===== config.mk =====
export PLATFORM = sky130hd
export DESIGN_NAME = result_request_packer
export DESIGN_NICKNAME = d
export VERILOG_FILES = /design/src/rtl/result_pkg.sv /design/src/rtl/result_fifo.sv /design/src/rtl/result_request_packer.sv
export SDC_FILE = /design/constraint.sdc
export NUM_CORES = 1
export LEC_CHECK = 0
export CORE_UTILIZATION = 55
export CTS_CLUSTER_SIZE = 16
export DETAILED_ROUTE_END_ITERATION = 6
export HOLD_SLACK_MARGIN = 0.02
export PLACE_DENSITY = 0.84
export SYNTH_ARGS = -nofsm -noshare
export SYNTH_HDL_FRONTEND = slang
export SYNTH_SLANG_ARGS = --single-unit

===== constraint.sdc =====
create_clock -name clk -period 4.45 [get_ports clk]
set_input_delay 1.1125 -clock clk [delete_from_list [all_inputs] [get_ports clk]]
set_output_delay 1.1125 -clock clk [all_outputs]
set_load 0.05 [all_outputs]

===== src/rtl/result_pkg.sv =====
// -----------------------------------------------------------------------------
// result_pkg
//   Shared definitions for the result request path: request word width, the
//   bit positions of its three fields, the class code used for malformed
//   frames, the drop counter width, the issue FSM state type and a helper
//   that assembles a request word from its fields.
// -----------------------------------------------------------------------------
package result_pkg;

  localparam int REQ_W = 12;

  // Request word layout: frame id | class | confidence
  localparam int FID_HI  = 11;
  localparam int FID_LO  = 8;
  localparam int CLS_HI  = 7;
  localparam int CLS_LO  = 4;
  localparam int CONF_HI = 3;
  localparam int CONF_LO = 0;

  // Class code reported when a frame carried the wrong number of beats
  localparam logic [3:0] MALFORMED_CLASS = 4'hF;

  localparam int DROP_W = 8;

  typedef enum logic {
    ST_IDLE = 1'b0,
    ST_GAP  = 1'b1
  } issue_state_e;

  function automatic logic [REQ_W-1:0] pack_req(input logic [3:0] fid,
                                                input logic [3:0] cls,
                                                input logic [3:0] conf);
    logic [REQ_W-1:0] req;
    req                  = '0;
    req[FID_HI:FID_LO]   = fid;
    req[CLS_HI:CLS_LO]   = cls;
    req[CONF_HI:CONF_LO] = conf;
    return req;
  endfunction

endpackage


===== src/rtl/result_fifo.sv =====
// -----------------------------------------------------------------------------
// result_fifo
//   Synchronous first-word-fall-through FIFO. The head entry is visible on
//   rd_data whenever empty is low; rd_en consumes it on the next edge.
//   A write while full is accepted only when a read happens on the same edge.
//
// Ports
//   clk      in   clock
//   rst      in   synchronous active-high reset
//   wr_en    in   push wr_data
//   wr_data  in   WIDTH-bit entry
//   rd_en    in   pop the head entry
//   rd_data  out  head entry (valid while !empty)
//   full     out  DEPTH entries held
//   empty    out  no entries held
//   level    out  current occupancy, 0..DEPTH
// -----------------------------------------------------------------------------
module result_fifo #(
  parameter  int WIDTH = 12,
  parameter  int DEPTH = 4,   // power of two, >= 2
  localparam int AW    = $clog2(DEPTH),
  localparam int LW    = AW + 1
) (
  input  logic             clk,
  input  logic             rst,
  input  logic             wr_en,
  input  logic [WIDTH-1:0] wr_data,
  input  logic             rd_en,
  output logic [WIDTH-1:0] rd_data,
  output logic             full,
  output logic             empty,
  output logic [LW-1:0]    level
);

  logic [WIDTH-1:0] mem_q [DEPTH];
  logic [AW-1:0]    wr_ptr_q;
  logic [AW-1:0]    rd_ptr_q;
  logic [LW-1:0]    count_q;
  logic             do_wr;
  logic             do_rd;

  assign full  = (count_q == LW'(DEPTH));
  assign empty = (count_q == '0);
  assign level = count_q;

  // A pop on the same edge frees the slot, so a push into a full FIFO is
  // still legal then.
  assign do_rd = rd_en && !empty;
  assign do_wr = wr_en && (!full || do_rd);

  assign rd_data = mem_q[rd_ptr_q];

  // NOTE: sequential state is updated with non-blocking assignments so every
  // register samples the pre-edge values regardless of statement order.
  always_ff @(posedge clk) begin
    if (rst) begin
      wr_ptr_q <= '0;
      rd_ptr_q <= '0;
      count_q  <= '0;
    end else begin
      // Pointers wrap naturally because DEPTH is a power of two.
      if (do_wr) wr_ptr_q <= wr_ptr_q + 1'b1;
      if (do_rd) rd_ptr_q <= rd_ptr_q + 1'b1;
      case ({do_wr, do_rd})
        2'b10:   count_q <= count_q + 1'b1;
        2'b01:   count_q <= count_q - 1'b1;
        default: count_q <= count_q;
      endcase
    end
  end

  // NOTE: the storage array has no reset; the pointers and count define which
  // entries are meaningful, and leaving it out keeps the array in plain RAM.
  always_ff @(posedge clk) begin
    if (do_wr) mem_q[wr_ptr_q] <= wr_data;
  end

endmodule


===== src/rtl/result_request_packer.sv =====
// -----------------------------------------------------------------------------
// result_request_packer
//   Consumes a classifier score stream (one signed score per beat, frame ends
//   on score_last), finds the argmax class and a 4-bit confidence, packs them
//   with a rolling 4-bit frame id into a 12-bit request, queues the request
//   and issues queued requests as one-cycle Request_vld pulses spaced at
//   least GAP_CYCLES apart so the downstream serializer is never reloaded
//   while it is still shifting.
//
// Ports
//   clk          in   clock
//   rst          in   synchronous active-high reset
//   score_data   in   signed class score
//   score_valid  in   beat valid
//   score_last   in   final beat of the frame
//   score_ready  out  always 1 outside reset; overflow is handled by dropping
//   Request      out  last issued request word (held between pulses)
//   Request_vld  out  one-cycle load strobe for Request
//   fifo_level   out  pending requests
//   drop_count   out  saturating count of frames lost to a full queue
// -----------------------------------------------------------------------------
module result_request_packer
  import result_pkg::*;
#(
  parameter  int N_CLASSES  = 10,   // 1..15
  parameter  int SCORE_W    = 16,   // >= 6
  parameter  int GAP_CYCLES = 402,  // >= 2
  parameter  int FIFO_DEPTH = 4,    // power of two
  localparam int LVL_W      = $clog2(FIFO_DEPTH) + 1
) (
  input  logic                      clk,
  input  logic                      rst,
  input  logic signed [SCORE_W-1:0] score_data,
  input  logic                      score_valid,
  input  logic                      score_last,
  output logic                      score_ready,
  output logic [REQ_W-1:0]          Request,
  output logic                      Request_vld,
  output logic [LVL_W-1:0]          fifo_level,
  output logic [DROP_W-1:0]         drop_count
);

  localparam int TMR_W = (GAP_CYCLES > 2) ? $clog2(GAP_CYCLES) : 1;
  localparam logic [4:0] BEAT_SAT = 5'd16;

  // ---------------------------------------------------------------------------
  // Accumulation / finalisation state
  // ---------------------------------------------------------------------------
  logic                      score_ready_q;
  logic [4:0]                beat_idx_q;
  logic signed [SCORE_W-1:0] best_q;
  logic [3:0]                best_idx_q;
  logic [3:0]                frame_id_q;
  logic                      fin_vld_q;
  logic [REQ_W-1:0]          fin_word_q;
  logic [DROP_W-1:0]         drop_cnt_q;

  logic                      beat_fire;
  logic signed [SCORE_W-1:0] best_d;
  logic [3:0]                best_idx_d;
  logic [4:0]                beat_idx_d;
  logic [5:0]                total_beats;
  logic                      malformed;
  logic [3:0]                conf;
  logic [3:0]                cls;
  logic [REQ_W-1:0]          fin_word_d;

  // ---------------------------------------------------------------------------
  // Issue FSM state
  // ---------------------------------------------------------------------------
  issue_state_e              state_q;
  logic [TMR_W-1:0]          timer_q;
  logic [REQ_W-1:0]          request_q;
  logic                      request_vld_q;

  // Queue interface
  logic                      fifo_wr;
  logic                      fifo_pop;
  logic                      fifo_full;
  logic                      fifo_empty;
  logic [REQ_W-1:0]          fifo_rd_data;
  logic                      push_drop;

  assign beat_fire = score_valid && score_ready_q;

  // NOTE: every signal written here gets a default at the top of the block so
  // no path leaves a value unassigned and no latch is inferred.
  always_comb begin
    best_d      = best_q;
    best_idx_d  = best_idx_q;
    beat_idx_d  = (beat_idx_q == BEAT_SAT) ? BEAT_SAT : beat_idx_q + 5'd1;

    // Beat 0 always loads; later beats need a strict win so ties keep the
    // lower index. Beats past index 15 cannot be encoded and the frame is
    // malformed anyway, so they are ignored.
    if (beat_idx_q == 5'd0) begin
      best_d     = score_data;
      best_idx_d = 4'd0;
    end else if (beat_idx_q < BEAT_SAT && score_data > best_q) begin
      best_d     = score_data;
      best_idx_d = beat_idx_q[3:0];
    end

    // Beat count including the current (last) beat.
    total_beats = {1'b0, beat_idx_q} + 6'd1;
    malformed   = (total_beats != 6'(N_CLASSES));

    // Confidence is the four magnitude bits just below the sign bit.
    conf = 4'd0;
    if (!malformed && !best_d[SCORE_W-1]) conf = best_d[SCORE_W-2 -: 4];
    cls  = malformed ? MALFORMED_CLASS : best_idx_d;

    fin_word_d = pack_req(frame_id_q, cls, conf);
  end

  always_ff @(posedge clk) begin
    if (rst) begin
      score_ready_q <= 1'b0;
      beat_idx_q    <= '0;
      best_q        <= '0;
      best_idx_q    <= '0;
      frame_id_q    <= '0;
      fin_vld_q     <= 1'b0;
      fin_word_q    <= '0;
      drop_cnt_q    <= '0;
    end else begin
      score_ready_q <= 1'b1;
      fin_vld_q     <= 1'b0;

      if (beat_fire) begin
        if (score_last) begin
          // Frame complete: stage the word for the queue and start afresh.
          fin_vld_q  <= 1'b1;
          fin_word_q <= fin_word_d;
          frame_id_q <= frame_id_q + 4'd1;
          beat_idx_q <= '0;
          best_q     <= '0;
          best_idx_q <= '0;
        end else begin
          beat_idx_q <= beat_idx_d;
          best_q     <= best_d;
          best_idx_q <= best_idx_d;
        end
      end

      if (push_drop && drop_cnt_q != {DROP_W{1'b1}}) begin
        drop_cnt_q <= drop_cnt_q + 1'b1;
      end
    end
  end

  // ---------------------------------------------------------------------------
  // Request queue
  // ---------------------------------------------------------------------------
  assign fifo_pop  = (state_q == ST_IDLE) && !fifo_empty;
  assign fifo_wr   = fin_vld_q && (!fifo_full || fifo_pop);
  assign push_drop = fin_vld_q && fifo_full && !fifo_pop;

  result_fifo #(
    .WIDTH (REQ_W),
    .DEPTH (FIFO_DEPTH)
  ) u_fifo (
    .clk     (clk),
    .rst     (rst),
    .wr_en   (fifo_wr),
    .wr_data (fin_word_q),
    .rd_en   (fifo_pop),
    .rd_data (fifo_rd_data),
    .full    (fifo_full),
    .empty   (fifo_empty),
    .level   (fifo_level)
  );

  // ---------------------------------------------------------------------------
  // Issue FSM
  //   IDLE pops the head as soon as one is queued and pulses Request_vld.
  //   GAP counts the timer down from GAP_CYCLES-1 and returns to IDLE on the
  //   edge where it reaches 0, so the next pop lands exactly GAP_CYCLES
  //   cycles after the previous one.
  // ---------------------------------------------------------------------------
  always_ff @(posedge clk) begin
    if (rst) begin
      state_q       <= ST_IDLE;
      timer_q       <= '0;
      request_q     <= '0;
      request_vld_q <= 1'b0;
    end else begin
      request_vld_q <= 1'b0;
      case (state_q)
        ST_IDLE: begin
          if (!fifo_empty) begin
            request_q     <= fifo_rd_data;
            request_vld_q <= 1'b1;
            timer_q       <= TMR_W'(GAP_CYCLES - 1);
            state_q       <= ST_GAP;
          end
        end
        ST_GAP: begin
          if (timer_q <= TMR_W'(1)) begin
            timer_q <= '0;
            state_q <= ST_IDLE;
          end else begin
            timer_q <= timer_q - 1'b1;
          end
        end
        default: state_q <= ST_IDLE;
      endcase
    end
  end

  assign score_ready = score_ready_q;
  assign Request     = request_q;
  assign Request_vld = request_vld_q;
  assign drop_count  = drop_cnt_q;

endmodule


==> out/results.ini, run 1 <==
[clock_tree]
clk_latency_ns=0.52
cts_buffer_depth=2
cts_tree=done
htree_levels=4
numCtsBuffers=17
post-cts-setup-buffer-count=0
clock-sinks=129
ctsHoldBuffers=0
clk_pin_slew_worst_paths_ns=0.06
cts_resized=0
clockRootBuffer=clkbuf_8

[placed_design]
numPortBuffers=44
place_congestion=0.8507
hpwl_um=7439
preCtsSetupSlack_ns=0.8002
placedCellCount=686

[critical_path]
worstSetupEndpointType=flop
cp_slowest_cell=clkdlybuf4s50_1
path_class=in -> reg
crit_path_max_fanout=16
cp_data_arrival_time_ns=3.56
path_buf_inv=1
worstPathRequired_ns=4.87
start_kind=input pin
rrSetupSlack_ns=1.86
critical_path.max_stage_delay_ns=0.44
worstPathCellList=clkdlybuf4s50_1 > ha_1 > nor2b_1 > o211ai_1 > a2111o_1 > a21o_1 > and3_4 > o31a_4 > o32ai_1
path_delay_family=compound AO/OA/AOI/OAI gates

[global_routing]
grt_overflow=0
grt_pass1_wl_um=19260
grt_pass1_vias=4160
antenna_found_initial=0
grt_usage_pct=22.64
grt_start_max_net_pins=41

[timing]
relSlewSlack_pct=39.15
setup_slack_ns=1.313
maxSlewViolCount=0
min_period_over_period_pct=70.49
setup_violations=0
fin_tns_setup_ns=0
hold_viol=0
max_freq_mhz=318.8
fin_crit_ns=3.137
grt_setup_unrepaired=false
finClkSkew_ns=0.007649
tightest_slew_ns=0.9044

[drt]
drt_iter0_drc=217
first_pass_iters=5
finalWirelength_um=11320
via_per_inst=5.755
drc=0
wl_per_cell_um=15.76
ant_nets=0
vias=4132

[synthesis]
netlist_instances=531
synth_edf_count=48
synth_area_per_cell_um2=10.70
ys_seq_elements=129
syn_nets=580
netlist_area_um2=5683
ys_seq_area_share_pct=53.90
yosysWarnings=0
ys_types=51
synthFlopType=dfxtp_1
async_reset_ff_share_pct=0

[power]
vdd_ir_drop_max_v=0.0004693
fin_total_pwr_mw=3.806
leakage_nw=2.366
cellPowerDensity_nw_per_um2=560.8

[finish]
area_growth_pct=19.42
final_common_cell=dfxtp_1
layout_common_cells=81 x dfxtp_1, 77 x nand2_1, 48 x edfxtp_1
fin_cells=718
fin_nets=621
drive_gt1_share_pct=10.26
fill_cells=687
multi_input_area_um2=2399
antennaDiodeCount=0
regArea_um2=3063

[floorplanning]
fp.dieW_um=103.7
ios=45
initial_core_util_pct=57.35
dieArea_um2=10740
core_area_um2=9910
rows=36
chipHeight_um=103.7

[hold_path]
min_path_type=reg -> reg

[flow_run]
cap_violations=0

[run_status]
status=complete, no violations

## routing by layer
layer | track usage (%) | vias up | wire length, um
li1 | - | 1994 | -
met2 | 40.32 | 109 | 5844
met5 | 0 | - | 0
met1 | 25.74 | 2003 | 4810
met3 | 5.475 | 26 | 427
met4 | 10.10 | 0 | 236
## through the flow
step / instance area (um^2) / hold WS [ns] / utilization, %
2_1_floorplan: 5683 / 0.4415 / -
5_1_grt: 6787 / 0.4907 / 68.48
3_3_place_gp: 6198 / 0.4442 / 62.55
4_1_cts: 6787 / 0.4574 / 68.48
6_report: 6787 / 0.4551 / 68.48
3_5_place_dp: 6198 / 0.4499 / 62.55
## report_power, final
group          switching, mW  internal (mW)
combinational          0.609          0.377
sequential             0.130           1.33
clock                  0.494          0.866
total                   1.23           2.57
## cell type report
class                   instances  area share, %
clock buffers                  24          7.153
clock inverters                 8          1.512
inverters                      30          1.659
multi-input cells             347          35.34
flip-flops and latches        129          45.13
well taps                     133          2.452
repair buffers                 47          6.748
## state kept, by name (all words and copies together), names as in the netlist, 4 cells and up
register      count
drop_count        8
u_fifo.mem_q     48
frame_id_q        4
best_q           16
fin_word_q       12
Request          12
best_idx_q        4
beat_idx_q        5
timer_q           9
## worst reg2reg max path: cells and delay by family (launching register included)
kind                     cells  cell delay, ns
adder cells (fa/ha/maj)      2            0.62
flip-flops                   1            0.43
AO/OA/AOI/OAI                1            0.13
XOR/XNOR                     1            0.16
AND/OR/NAND/NOR              3            0.81
buffers and inverters        2            0.38
## path summary, 6_finish.rpt
kind,to,cells after the start,from
setup reg to reg,u_fifo.level[2]$_SDFFE_PP0P_,9,u_fifo.level[0]$_SDFFE_PP0P_
setup / recovery,best_q[13]$_SDFFE_PP0P_,9,score_data[1]
hold / removal,Request[6]$_SDFFE_PP0P_,2,Request[6]$_SDFFE_PP0P_
hold reg to reg,Request[6]$_SDFFE_PP0P_,2,Request[6]$_SDFFE_PP0P_
## logic make-up after synthesis
logic type | after synthesis | synth area share [%]
compound gates | 103 | 13.28
xor+xnor | 16 | 2.466
fa+ha+maj | 29 | 6.517
buf+inv | 55 | 3.897
flops | 129 | 53.90
mux | 15 | 5.284
simple gates | 184 | 14.66
## Yosys cell counts (all sizes together) (3+ instances only)
library cell / n / share of area, %
clkbuf: 15 / 0.99
xnor2: 7 / 1.1
a22oi: 3 / 0.40
or3: 4 / 0.44
nor2: 46 / 3.0
ha: 28 / 6.2
mux4: 12 / 4.8
dfxtp: 81 / 29
nand4: 14 / 1.5
mux2i: 3 / 0.53
xor2: 9 / 1.4
o211ai: 9 / 1.2
o21ai: 14 / 1.3
edfxtp: 48 / 25
nor4: 3 / 0.33
a21oi: 43 / 3.8
o32ai: 16 / 3.9
buf: 10 / 0.92
nor3: 7 / 0.62
nand3b: 3 / 0.40
nand3: 11 / 0.97
nand2: 77 / 5.1
and2: 5 / 0.55
and3: 3 / 0.42
inv: 29 / 1.9
or2: 3 / 0.33
nor2b: 4 / 0.44
Note: power is estimated with default switching activity, not from simulation.
==> run 2, diff against run 1 <==
==> constraint.sdc (replaced) <==
create_clock -name clk -period 3.03 [get_ports clk]
set_input_delay 0.7575 -clock clk [delete_from_list [all_inputs] [get_ports clk]]
set_output_delay 0.7575 -clock clk [all_outputs]
set_load 0.05 [all_outputs]
==> out/results.ini, run 2 (synthesis gave the netlist of run 1 again) <==
[finish]
fill_cells=692
layout_common_cells=81 x dfxtp_1, 77 x nand2_1, 48 x edfxtp_1
regArea_um2=3063
final_area_um2=6922
area_growth_pct=21.80
final_common_cell=dfxtp_1
largest_register=u_fifo.mem_q
multi_input_area_um2=2399
fin_nets=636
reg_top3=u_fifo.mem_q x48, best_q x16
largest_reg_flops=48
drive_gt1_share_pct=13.00
antennaDiodeCount=0

[power]
cellPowerDensity_nw_per_um2=810.3
leakage_nw=2.451
vdd_ir_drop_max_v=0.0006018
fin_total_pwr_mw=5.609

[critical_path]
worstSetupEndpointType=flop
worstPathRequired_ns=3.45
rrSetupSlack_ns=0.58
path_class=in -> reg
rr_worst_depth=9
r2r-end=best_q[11]$_SDFFE_PP0P_
crit_path_max_fanout=16
timing.rr.start=best_q[1]$_SDFFE_PP0P_
cp_data_arrival_time_ns=3.20
start_kind=input pin

[clock_tree]
ctsHoldBuffers=0
cts_resized=0
post-cts-setup-buffer-count=0
cts_buffer_depth=2
clk_latency_ns=0.51
clk_pin_slew_worst_paths_ns=0.06
clock-sinks=129
htree_levels=4
clockRootBuffer=clkbuf_8
numCtsBuffers=17
cts_tree=done

[placed_design]
hpwl_um=7845
place_congestion=0.7861
placed_cell_area_um2=6336
numPortBuffers=44

[drt]
vias=4208
ant_nets=0
via_per_inst=5.741
drc=0
wl_per_cell_um=16.03
drt_iter0_drc=268
finalWirelength_um=11750
first_pass_iters=5

[timing]
max_freq_mhz=359.8
hold_viol=0
maxSlewViolCount=0
fin_crit_ns=2.779
grt_setup_unrepaired=false
min_period_over_period_pct=91.72
tightest_slew_ns=0.9351
finClkSkew_ns=0.01238
relSlewSlack_pct=37.08
setup_violations=0

[global_routing]
grt_pass1_vias=4265
antenna_found_initial=0
grt_start_max_net_pins=36
grt_pass1_wl_um=19710
grt_usage_pct=23.02
grt_overflow=0

[floorplanning]
chipHeight_um=103.7
ios=45
dieArea_um2=10740
rows=36
fp.dieW_um=103.7
initial_core_util_pct=57.35
core_area_um2=9910

[flow_run]
cap_violations=0

[hold_path]
whs_path_depth=2
worstHoldStart=Request[2]$_SDFFE_PP0P_
min_path_type=reg -> reg
hold_end=Request[2]$_SDFFE_PP0P_

[run_status]
status=complete, no violations

==> run 2: critical path, stage by stage <==
cell and delay [ns]:
clkdlybuf4s50_1 0.43, ha_1 0.31, nor2b_1 0.14, o211ai_1 0.11
a2111o_1 0.41, a21o_1 0.19, and3_4 0.20, o31a_4 0.39
o32ai_1 0.26
==> run 2: layout make-up <==
class / instances / share of cell area, %
clock buffers: 18 / 6.345
well taps: 133 / 2.404
repair buffers: 62 / 8.604
clock inverters: 14 / 2.115
flip-flops and latches: 129 / 44.25
multi-input cells: 347 / 34.65
inverters: 30 / 1.627
==> run 2: worst max-delay path by stage <==
| stage | slack (ns) | to | start | cells past startpoint |
|---|---|---|---|---|
| finish | 0.25 | best_q[11]$_SDFFE_PP0P_ | score_data[1] | 9 |
| global route | 0.17 | best_q[11]$_SDFFE_PP0P_ | score_data[1] | 9 |
| CTS | 0.29 | best_q[8]$_SDFFE_PP0P_ | score_data[1] | 9 |
| detailed placement | -0.21 | best_q[8]$_SDFFE_PP0P_ | score_data[1] | 9 |
| global placement | -0.12 | best_q[12]$_SDFFE_PP0P_ | score_data[1] | 9 |
| floorplan | 0.13 | u_fifo.level[2]$_SDFFE_PP0P_ | u_fifo.level[0]$_SDFFE_PP0P_ | 11 |
==> run 2: per-stage QoR <==
stage / hold WS (ns) / setup slack, ns / setup TNS [ns] / std cells / util, %
3_3_place_gp: 0.4429 / -0.1209 / -1.579 / 701 / 63.94
3_5_place_dp: 0.4494 / -0.2119 / -2.797 / 701 / 63.94
2_1_floorplan: 0.4415 / 0.1336 / 0 / 531 / -
4_1_cts: 0.4603 / 0.2881 / 0 / 733 / 69.85
6_report: 0.4557 / 0.2508 / 0 / 733 / 69.85
5_1_grt: 0.4844 / 0.1745 / 0 / 733 / 69.85
==> run 2: routing by layer <==
layer | part of all wire (%) | GRT usage (%) | wire length (um)
met1 | 42 | 26.88 | 4887
met2 | 52 | 40.60 | 6074
met3 | 4.3 | 6.230 | 506
met4 | 2.4 | 8.265 | 284
met5 | 0 | 0 | 0
==> run 2: report_power, final <==
group | leakage [nW] | switching, mW | total, mW | internal (mW)
combinational | 1.07 | 0.910 | 1.49 | 0.579
sequential | 1.10 | 0.186 | 2.14 | 1.95
clock | 0.287 | 0.817 | 1.98 | 1.16
total | 2.45 | 1.91 | 5.61 | 3.70
==> run 3, diff against run 2 <==
--- a/config.mk
+++ b/config.mk
@@ -5,6 +5,7 @@
 export SDC_FILE = /design/constraint.sdc
 export NUM_CORES = 1
 export LEC_CHECK = 0
+export CORE_ASPECT_RATIO = 0.8
 export CORE_UTILIZATION = 55
 export CTS_CLUSTER_SIZE = 16
 export DETAILED_ROUTE_END_ITERATION = 6
==> out/results.ini, run 3 (synthesis gave the netlist of run 1 again) <==
[run_status]
status=complete, no violations

[timing]
max_freq_mhz=350.5
min_period_over_period_pct=94.15
fin_crit_ns=2.853
tightest_slew_ns=0.9793
finClkSkew_ns=0.007358
grt_setup_unrepaired=false
setup_violations=0
relSlewSlack_pct=34.11
hold_viol=0
maxSlewViolCount=0
fin_tns_setup_ns=0

[critical_path]
cp_data_arrival_time_ns=3.16
path_delay_family=compound AO/OA/AOI/OAI gates
path_class=in -> reg
worstSetupEndpointType=flop
worstPathRequired_ns=3.34
cp_slowest_cell=clkdlybuf4s50_1
path_buf_inv=1
critical_path.max_stage_delay_ns=0.45
start_kind=input pin
worstPathCellList=clkdlybuf4s50_1 > ha_1 > a21oi_1 > o21ai_0 > a221oi_1 > nand4_1 > and3_4 > o31a_4 > o32ai_1
crit_path_max_fanout=16

[finish]
final_common_cell=dfxtp_1
regArea_um2=3063
multi_input_area_um2=2399
largest_reg_flops=48
final_core_util_pct=70.22
area_growth_pct=21.71
antennaDiodeCount=0
drive_gt1_share_pct=12.65
largest_register=u_fifo.mem_q
final_area_um2=6917
fill_cells=711
fin_nets=637
reg_top3=u_fifo.mem_q x48, best_q x16
layout_common_cells=81 x dfxtp_1, 77 x nand2_1, 48 x edfxtp_1
fin_cells=737

[placed_design]
place_congestion=0.9230
placedCellCount=705
placed_cell_area_um2=6322
hpwl_um=8167
numPortBuffers=44

[clock_tree]
numCtsBuffers=17
cts_tree=done
clockRootBuffer=clkbuf_16
ctsHoldBuffers=0
cts_buffer_depth=2
clk_latency_ns=0.42
cts_resized=0
clk_pin_slew_worst_paths_ns=0.06
htree_levels=4
clock-sinks=129
post-cts-setup-buffer-count=0

[floorplanning]
chipHeight_um=92.92
rows=32
dieArea_um2=10750
fp.dieW_um=115.6
core_area_um2=9849
initial_core_util_pct=57.70
ios=45

[global_routing]
grt_usage_pct=24.61
antenna_found_initial=0
grt_pass1_vias=4254
grt_overflow=0
grt_pass1_wl_um=19810
grt_start_max_net_pins=47

[hold_path]
min_path_type=reg -> reg

[drt]
vias=4242
finalWirelength_um=12120
drt_iter0_drc=188
drc=0
ant_nets=0
wl_per_cell_um=16.45
via_per_inst=5.756
first_pass_iters=5

[power]
cellPowerDensity_nw_per_um2=820.0
fin_total_pwr_mw=5.672
vdd_ir_drop_max_v=0.0003876
leakage_nw=2.446

[flow_run]
cap_violations=0

[run 3: path summary, 6_finish.rpt]
| kind | depth (start not counted) | slack [ns] | endpoint | start |
|---|---|---|---|---|
| min | 2 | 0.45 | Request[10]$_SDFFE_PP0P_ | Request[10]$_SDFFE_PP0P_ |
| min reg2reg | 2 | 0.45 | Request[10]$_SDFFE_PP0P_ | Request[10]$_SDFFE_PP0P_ |
| max | 9 | 0.18 | best_q[11]$_SDFFE_PP0P_ | score_data[7] |
| max reg2reg | 8 | 0.56 | best_q[11]$_SDFFE_PP0P_ | best_q[14]$_SDFFE_PP0P_ |
[run 3: layout make-up]
| cell class | instances | share of cell area, % |
|---|---|---|
| Clock inverter | 8 | 1.483 |
| Clock buffer | 24 | 7.109 |
| Timing Repair Buffer | 63 | 8.357 |
| Tap cell | 136 | 2.460 |
| Multi-Input combinational cell | 347 | 34.68 |
| Sequential cell | 129 | 44.28 |
| Inverter | 30 | 1.628 |
[run 3: metal layers]
layer / up-vias / GRT usage, % / part of all wire, %
met4: 0 / 10.90 / 2.1
met3: 27 / 7.526 / 5.8
met2: 146 / 40.67 / 49
met5: - / 0 / 0
li1: 2038 / - / -
met1: 2031 / 29.58 / 44
[run 3: report_power, final]
| group | switching [mW] | internal (mW) | leakage [nW] |
|---|---|---|---|
| sequential | 0.187 | 1.95 | 1.10 |
| combinational | 0.922 | 0.583 | 1.06 |
| clock | 0.728 | 1.30 | 0.287 |
| total | 1.84 | 3.84 | 2.45 |
[run 3: stage by stage]
stage	hold slack (ns)	worst slack, ns
6_report	0.4546	0.1772
3_3_place_gp	0.4416	-0.1239
4_1_cts	0.4556	0.2303
3_5_place_dp	0.4489	-0.1938
5_1_grt	0.4738	0.05423
2_1_floorplan	0.4415	0.1336
[run 3: worst min-delay path: stages (launching register included)]
cell and delay (ns):
dfxtp_1 0.31, nand2_1 0.05, a21oi_1 0.05
